`src/rtl/shift_reg_loader_ctrl.sv`:
```
// Load controller for an external serial-in shift register: clears it, shifts a word in
// MSB- or LSB-first, then checks the parallel readback against the expected pattern.
module shift_reg_loader_ctrl #(
  parameter int unsigned WIDTH       = 4,
  parameter int unsigned CLEAR_FIRST = 1
) (
  input  logic             clk,
  input  logic             rst,
  input  logic             in_valid,
  output logic             in_ready,
  input  logic [WIDTH-1:0] in_data,
  input  logic             in_msb_first,
  input  logic             abort,
  output logic             sr_clear,
  output logic             sr_shift_en,
  output logic             sr_serial,
  input  logic [WIDTH-1:0] sr_q,
  output logic             done,
  output logic [WIDTH-1:0] out_data,
  output logic             err,
  output logic [7:0]       err_cnt
);

  localparam int unsigned     CW   = (WIDTH > 1) ? $clog2(WIDTH) : 1;
  localparam logic [CW-1:0]   LAST = CW'(WIDTH - 1);

  typedef enum logic [2:0] {S_IDLE, S_CLEAR, S_SHIFT, S_CHECK, S_DONE} state_t;

  state_t           state;
  logic [CW-1:0]    cnt;
  logic [WIDTH-1:0] expect_q;
  logic [WIDTH-1:0] work_q;
  logic [WIDTH-1:0] ordered;

  // The word is stored in shift order, so the first bit out is always the top bit
  // and the stored word doubles as the expected readback.
  always_comb begin
    ordered = in_msb_first ? in_data : {<<{in_data}};
  end

  always_ff @(posedge clk or negedge rst) begin
    if (!rst) begin
      state       <= S_IDLE;
      cnt         <= '0;
      expect_q    <= '0;
      work_q      <= '0;
      in_ready    <= 1'b1;
      sr_clear    <= 1'b0;
      sr_shift_en <= 1'b0;
      sr_serial   <= 1'b0;
      done        <= 1'b0;
      out_data    <= '0;
      err         <= 1'b0;
      err_cnt     <= '0;
    end else begin
      done <= 1'b0;
      case (state)
        S_IDLE: begin
          sr_clear <= 1'b0;
          if (in_valid && !abort) begin
            expect_q <= ordered;
            cnt      <= '0;
            in_ready <= 1'b0;
            if (CLEAR_FIRST != 0) begin
              state    <= S_CLEAR;
              sr_clear <= 1'b1;
              work_q   <= ordered;
            end else begin
              state       <= S_SHIFT;
              sr_shift_en <= 1'b1;
              sr_serial   <= ordered[WIDTH-1];
              work_q      <= ordered << 1;
            end
          end
        end
        S_CLEAR: begin
          if (abort) begin
            state    <= S_IDLE;
            sr_clear <= 1'b1;
            in_ready <= 1'b1;
          end else begin
            state       <= S_SHIFT;
            sr_clear    <= 1'b0;
            sr_shift_en <= 1'b1;
            sr_serial   <= work_q[WIDTH-1];
            work_q      <= work_q << 1;
          end
        end
        S_SHIFT: begin
          if (abort) begin
            state       <= S_IDLE;
            sr_clear    <= 1'b1;
            sr_shift_en <= 1'b0;
            sr_serial   <= 1'b0;
            in_ready    <= 1'b1;
          end else if (cnt == LAST) begin
            state       <= S_CHECK;
            sr_shift_en <= 1'b0;
            sr_serial   <= 1'b0;
          end else begin
            cnt       <= cnt + 1'b1;
            sr_serial <= work_q[WIDTH-1];
            work_q    <= work_q << 1;
          end
        end
        S_CHECK: begin
          if (abort) begin
            state    <= S_IDLE;
            sr_clear <= 1'b1;
            in_ready <= 1'b1;
          end else begin
            state    <= S_DONE;
            out_data <= sr_q;
            err      <= (sr_q != expect_q);
            done     <= 1'b1;
          end
        end
        S_DONE: begin
          if (err && (err_cnt != 8'hFF)) begin
            err_cnt <= err_cnt + 8'd1;
          end
          state    <= S_IDLE;
          in_ready <= 1'b1;
        end
        default: begin
          state    <= S_IDLE;
          in_ready <= 1'b1;
        end
      endcase
    end
  end

endmodule

```
`config.mk`:
```
export PLATFORM = sky130hd
export DESIGN_NAME = shift_reg_loader_ctrl
export DESIGN_NICKNAME = d
export VERILOG_FILES = /design/src/rtl/shift_reg_loader_ctrl.sv
export SDC_FILE = /design/constraint.sdc
export NUM_CORES = 1
export LEC_CHECK = 0
export CAP_MARGIN = 40
export CORE_ASPECT_RATIO = 1.75
export CORE_MARGIN = 2
export CORE_UTILIZATION = 40
export CTS_CLUSTER_SIZE = 14
export DETAILED_ROUTE_END_ITERATION = 8
export HOLD_SLACK_MARGIN = 0.1
export RECOVER_POWER = 25
export REMOVE_ABC_BUFFERS = 1
export SLEW_MARGIN = 20
export SYNTH_ARGS = -nofsm -noshare
export SYNTH_HDL_FRONTEND = slang
export SYNTH_SLANG_ARGS = --single-unit
```
`constraint.sdc`:
```
create_clock -name clk -period 3.2 [get_ports clk]
set_input_delay 0.64 -clock clk [delete_from_list [all_inputs] [get_ports clk]]
set_output_delay 0.64 -clock clk [all_outputs]
set_load 0.05 [all_outputs]
```
Yosys cells after proc, flatten, opt, wreduce, memory -nomap -nowiden

Index checks and enable logic that the tools add are counted.

Output and inout port bits: 18
Bits of input ports: 13
Register bits: 31

Muxes and demuxes: 32
Reductions and logical operators: 20
Eq/ne operators: 14
Add/subtract/negate cells: 2
Bitwise operators: 1

Operators by type and width:

| kind                                                                     | number |
|---|---|
| 4-bit 2-to-1 mux                                                         | 5 |
| 2-bit AND reduction                                                      | 7 |
| 1-bit 2-to-1 mux                                                         | 12 |
| 3-bit 2-to-1 mux                                                         | 4 |
| 3-bit case mux with 4 select lines                                       | 1 |
| 4-bit case mux with 3 select lines                                       | 1 |
| 8-bit by 1-bit adder with 8-bit output (second input constant)           | 1 |
| 2-bit 2-to-1 mux                                                         | 4 |
| 2-bit inequality test (second input constant)                            | 4 |
| 8-bit inequality test (second input constant)                            | 1 |
| 3-bit by 2-bit equality test with 1-bit output (second input constant)   | 2 |
| 1-bit case mux with 2 select lines                                       | 3 |
| 3-bit nonzero test                                                       | 2 |
| 5-bit AND reduction                                                      | 1 |
| 2-bit by 1-bit inequality test with 1-bit output (second input constant) | 2 |
| 4-bit inequality test                                                    | 1 |
| 2-bit case mux with 2 select lines                                       | 1 |
| 4-bit AND reduction                                                      | 1 |
| 2-bit nonzero test                                                       | 2 |
| 3-bit by 1-bit equality test with 1-bit output (second input constant)   | 1 |
| 3-bit equality test (second input constant)                              | 1 |
| 3-bit logical NOT                                                        | 1 |
| 3-bit inequality test (second input constant)                            | 1 |
| 1-bit case mux with 3 select lines                                       | 1 |
| other kinds (8)                                                          | 9 |

Longest topological paths before layout

Gate-level depths: netlist (run 1).

Depth after elaboration: 4
Depth in mapped cells: 5

Worst setup path before layout (run 1)

Ideal clock, no wire load.

Path kind: flip-flop to flip-flop
Start: register err_cnt[0]
End: register err_cnt[1]
Arrival time: 1780 ps
Setup time: 125 ps
Path buffers: 0
Cell stages (with the launch flop): 5
Setup slack: 1295 ps
Period minus slack after synthesis: 1905 ps
Cell sequence: dfrtp_1 > ha_1 > nand4_1 > o21ai_0 > mux2_2

Cells in the longest elaborated chain, start to end: 3

RTL lines:

| item                                                                           | RTL line | source |
|---|---|---|
| start, declared                                                                | 21       | `output logic [7:0] err_cnt` |
| start signal, assigned                                                         | 120      | `err_cnt <= err_cnt + 8'd1;` |
| branches (longest 3 deep; another with 8-bit by 1-bit adder with 8-bit output) | --       |  |

Several ways; the timed one is not identified.
A chain may end at the register's enable or synchronous reset.

Worst setup path after layout (run 1)

Start: register in_ready
End: output in_ready

RTL lines:

| item                   | RTL line | source |
|---|---|---|
| start, declared        | 10       | `output logic in_ready,` |
| start signal, assigned | 47       | `in_ready <= 1'b1;` |
| start signal, assigned | 63       | `in_ready <= 1'b0;` |
| start signal, assigned | 80       | `in_ready <= 1'b1;` |

No word-level cell between the ends.

==> metrics.txt, run 1 <==
top-count cell post-synth dfrtp_1; Max Cap Viol 1; Crit. End Element primary output; kind of critical path register to primary output; Final Wtd Congestion 0.7890; met3 usage 0.05052; core area 3628 µm²; CTS Buf Count 5; worst vdd ir 0.0004348 V; drc violations 0; cell-internal power 856.2 µW; largest net degree at the start of global routing 32; dpl cell area 1861 µm²; Final Hold Violating Endpoints 0; Lkg Pwr 0.8627 nW; Min-Delay Path Class register to register; syn avg cell area 10.68 µm²; violated checks max-capacitance violations, max-slew violations; final net count 190; CTS H-Tree Depth 2; PD cells 646.7 nW/µm²; clock sinks 31; Final Cell Area 1974 µm²; cts hold-fix bufs 0; Final min period 2.251 ns; Slew Viols, Final 32; GR Util met2 0.2811; CP cell instances clkdlybuf4s50_1; total global-route track usage 0.1659; FF+latch count, synth 31; DR vias/cell 5.270; Post-CTS Resized 0; met1 Usage GRT 0.1790; Worst-Margin Slew 1.613 ns; setup bufs post-CTS 0; critical path startpoint category register; drt pass-1 iters 4; Synth Warn # 0; chip height 85.76 µm; multi-input logic area 718.2 µm²; vias in the first global route 1254; ratio of cells with drive above 1 in the final layout 0.1193; setup TNS 0 ns; drt wl/cell 13.76 µm; Detailed Route WL 3.055 mm; Clock Latency Late Sink 0.29 ns; Vias 1170; synth top area cells dfrtp_1, o21ai_0, mux2_2; min-delay src work_q[0]; share of synthesized registers carrying an async set or reset 1.000; global route total overflow 0; post-route insts no fill 222; Setup Viol. Count Final 0; Slowest-stage cell, CP clkdlybuf4s50_1; Post-DP HPWL 2.288 mm; crit path buf inv count 1; row count 29; Clock Power Share 0.311; NetSw 420.7 µW; Reg clk slew, reported paths 0.06 ns; R2R Path Start state[2]; leading area contributor after synthesis dfrtp_1; Area Overhead vs Synth 29.24%; number of port buffers 30; crit path max fanout 2; clk root buf clkbuf_8; die area 4349 µm²; initial antenna violation count 0; Flop pwr share 0.409; Ports 31; fillers 328; CP startpoint in_ready; Slew headroom -0.07534; Die Span X 50.72 µm; setup slack after layout 0.9493 ns; Total Power 1.277 mW; area share of the largest cell type after synthesis 0.4914; Max Freq 444.3 MHz; Initial Util 0.4210; first-pass GRT wire length 5.464 mm; Max Root-Sink Buffers 2; initial drt markers 18; CP delay by family, top buffers and inverters; RSZ-0062 raised after global routing false; CTS tree built; combinational power share 0.280; pre-CTS WS 0.8304 ns; CP arrival 1.61 ns; Post-synth top cells dfrtp_1, o21ai_0, nand2_1; Detail Route Antenna Nets 0; Inst Count DP 214; Final Util 0.5441; Post-synth EDFFs 0; Sw Ratio 0.3295; Final Cycle Share 0.7034; Clock Skew 0.002511 ns; post-synth design cell area 1528 µm²; sequential share of the synthesized area 0.5086; Ant. Diodes 0; grt peak-use layer met2; slowest cell delay on critical path 0.80 ns; ys flop type dfrtp_1; Req. time, crit path 2.56 ns; Synth Instances 143; hold slack 0.4952 ns; status complete, but fails checks; storage element area 777.0 µm²; Synth cell types 41
==> registers in the layout, indices dropped and copies added, names as in the netlist <==
signal	count
sr_clear	1
err_cnt	8
in_ready	1
done	1
out_data	4
err	1
sr_serial	1
work_q	4
state	3
expect_q	4
sr_shift_en	1
cnt	2
==> final timing paths <==
check	endpoint	slack, ns	depth (start not counted)
max in group asynchronous	err_cnt[7]	0.97	2
hold / removal	work_q[0]	0.50	1
min in group asynchronous	err_cnt[5]	1.30	2
setup / recovery	in_ready	0.95	1
setup reg to reg	err_cnt[7]	1.44	4
hold reg to reg	work_q[0]	0.50	1
==> logic make-up (layout without fill, tap and decap cells) <==
| kind of cell | count (synthesis) | in the layout | synth area share |
|---|---|---|---|
| AOI/OAI and AO/OA | 33 | 33 | 0.1335 |
| muxes | 12 | 12 | 0.08763 |
| adders and majority gates | 2 | 2 | 0.01638 |
| DFF | 31 | 31 | 0.5086 |
| xor gates and xnor gates | 8 | 8 | 0.05078 |
| buffers and inverters | 6 | 39 | 0.02129 |
| and+or+nand+nor | 51 | 51 | 0.1818 |
==> power groups by stage <==
stage	sequential [mW]	clock [mW]	combinational, mW
finish	0.522	0.398	0.357
global route	0.532	0.429	0.386
CTS	0.523	0.409	0.364
detailed placement	0.530	0	0.363
global placement	0.526	0	0.358
floorplan	0.648	0	0.108
==> final cells by class <==
cell class / count / share of cell area
repair buffers: 31 / 0.1540
clock buffers: 6 / 0.04183
multi-input cells: 106 / 0.3638
clock inverters: 2 / 0.01774
flip-flops and latches: 31 / 0.3935
well taps: 46 / 0.02915
==> per-layer routing <==
layer	routed length, µm	share of wire
met5	0	0
met4	65	0.021
met3	112	0.037
met2	1683	0.55
met1	1193	0.39
==> cell usage in the layout, fill, tap and decap left out, types with 2 or more instances in the layout <==
cell type and instances:
and3_1 2, nor2b_1 2, a21o_1 2, o21ai_0 14
a21oi_1 5, nor3_1 7, ha_1 2, dfrtp_1 30
o31ai_1 3, a21boi_0 2, xor2_1 6, mux2i_1 4
nor2_1 12, mux2_2 6, nand3_1 5, clkbuf_8 6
nand2_1 13, clkdlybuf4s50_1 29, o211ai_1 2
No activity file was read; power rests on OpenSTA's default activity.
==> run 2: changes to the inputs <==
- PLACE_DENSITY: not set -> 0.67
- clock period: 3.2 -> 1.9 ns (I/O delays scaled with it)
==> metrics.txt, run 2 (same netlist as run 1, synthesis figures left out) <==
status finished, final reports clean; crit path buf inv count 1; clock sinks 31; fillers 322; CTS Buf Count 5; slowest cell delay on critical path 0.82 ns; CTS tree built; Req. time, crit path 1.52 ns; Slew Viols, Final 0; Slowest-stage cell, CP clkdlybuf4s50_1; final net count 196; Crit. End Element primary output; setup bufs post-CTS 0; kind of critical path register to primary output; Final Cycle Share 0.9742; DR vias/cell 5.285; chip height 85.76 µm; Detailed Route WL 3.022 mm; initial antenna violation count 0; Inst Count DP 220; Clock Latency Late Sink 0.27 ns; Max Cap Viol 0; Post-CTS Resized 0; die area 4349 µm²; Ports 31; Final Cell Area 1973 µm²; number of port buffers 30; Vias 1205; largest net degree at the start of global routing 32; Min-Delay Path Class register to register; Max Freq 540.2 MHz; Clock Skew 0.002765 ns; drt pass-1 iters 4; drt wl/cell 13.25 µm; Setup Viol. Count Final 0; ratio of cells with drive above 1 in the final layout 0.2143; drc violations 0; Final min period 1.851 ns; first-pass GRT wire length 5.154 mm; Die Span X 50.72 µm; total global-route track usage 0.1542; Ant. Diodes 0; initial drt markers 42; PD cells 1037 nW/µm²; pre-CTS WS 0.1078 ns; Detail Route Antenna Nets 0; setup slack after layout 0.04893 ns; Final Wtd Congestion 0.8044; max reg flops 8; CTS H-Tree Depth 2; worst vdd ir 0.0007101 V; Slew headroom 0.4894; vias in the first global route 1183; Final Hold Violating Endpoints 0; critical path startpoint category register; cts hold-fix bufs 0; Lkg Pwr 0.9070 nW; post-route insts no fill 228; RSZ-0062 raised after global routing false; row count 29; dpl cell area 1876 µm²; CP arrival 1.47 ns; global route total overflow 0; clk root buf clkbuf_8; CP delay by family, top buffers and inverters; Initial Util 0.4210; Post-DP HPWL 2.242 mm; Max Root-Sink Buffers 2; Reg clk slew, reported paths 0.06 ns; setup TNS 0 ns; CP cell instances clkdlybuf4s50_1; crit path max fanout 3; leading cell type in the layout, fill and taps excluded dfrtp_1; Worst-Margin Slew 0.7658 ns; Area Overhead vs Synth 29.16%; register with the most flip-flops err_cnt; core area 3628 µm²; most frequent cells in the layout dfrtp_1, buf_4, clkdlybuf4s50_1; Final Util 0.5438
run 2: cell types whose count changed in the layout (fill, tap and decap cells not counted), sizes merged:
| cell | before | now |
|---|---|---|
| bufinv | 1 | 0 |
| clkinv | 1 | 0 |
| clkdlybuf4s50 | 29 | 17 |
| buf | 0 | 18 |
| clkbuf | 7 | 9 |
run 2: worst paths after layout:
| check | from | endpoint | slack, ns | depth (start not counted) |
|---|---|---|---|---|
| min in group asynchronous | rst | err_cnt[4] | 0.71 | 2 |
| hold reg to reg | expect_q[3] | expect_q[3] | 0.49 | 2 |
| setup reg to reg | state[1] | err_cnt[7] | 0.31 | 4 |
| max in group asynchronous | rst | expect_q[3] | 0.70 | 2 |
| hold / removal | expect_q[3] | expect_q[3] | 0.49 | 2 |
| setup / recovery | sr_shift_en | sr_shift_en | 0.05 | 1 |
run 2: power by group:
group	internal (mW)	switching [mW]	total (mW)	leakage, nW
Sequential	0.781	0.0896	0.870	0.401
Clock	0.330	0.234	0.564	0.0515
Combinational	0.235	0.377	0.611	0.454
Total	1.35	0.700	2.05	0.907
run 2: through the flow:
stage	power, mW	hold WS [ns]
floorplan	1.273	0.08441
global placement	1.482	0.4646
detailed placement	1.502	0.4845
CTS	2.074	0.5005
global route	2.158	0.5270
finish	2.046	0.4942
run 2: cell type report:
cell class / count / area, µm² / share of cell area
sequential: 31 / 777.0 / 0.3938
multi-input combinational: 106 / 718.2 / 0.3640
timing repair buffer: 37 / 320.3 / 0.1623
clock buffer: 8 / 100.1 / 0.05073
tap: 46 / 57.56 / 0.02917
run 2: layer usage:
metal,part of all wire,track usage,up-vias
met5,0,0,-
met4,0.014,0.06634,0
met3,0.030,0.03136,5
met2,0.55,0.2811,20
met1,0.40,0.1682,595
li1,-,-,585
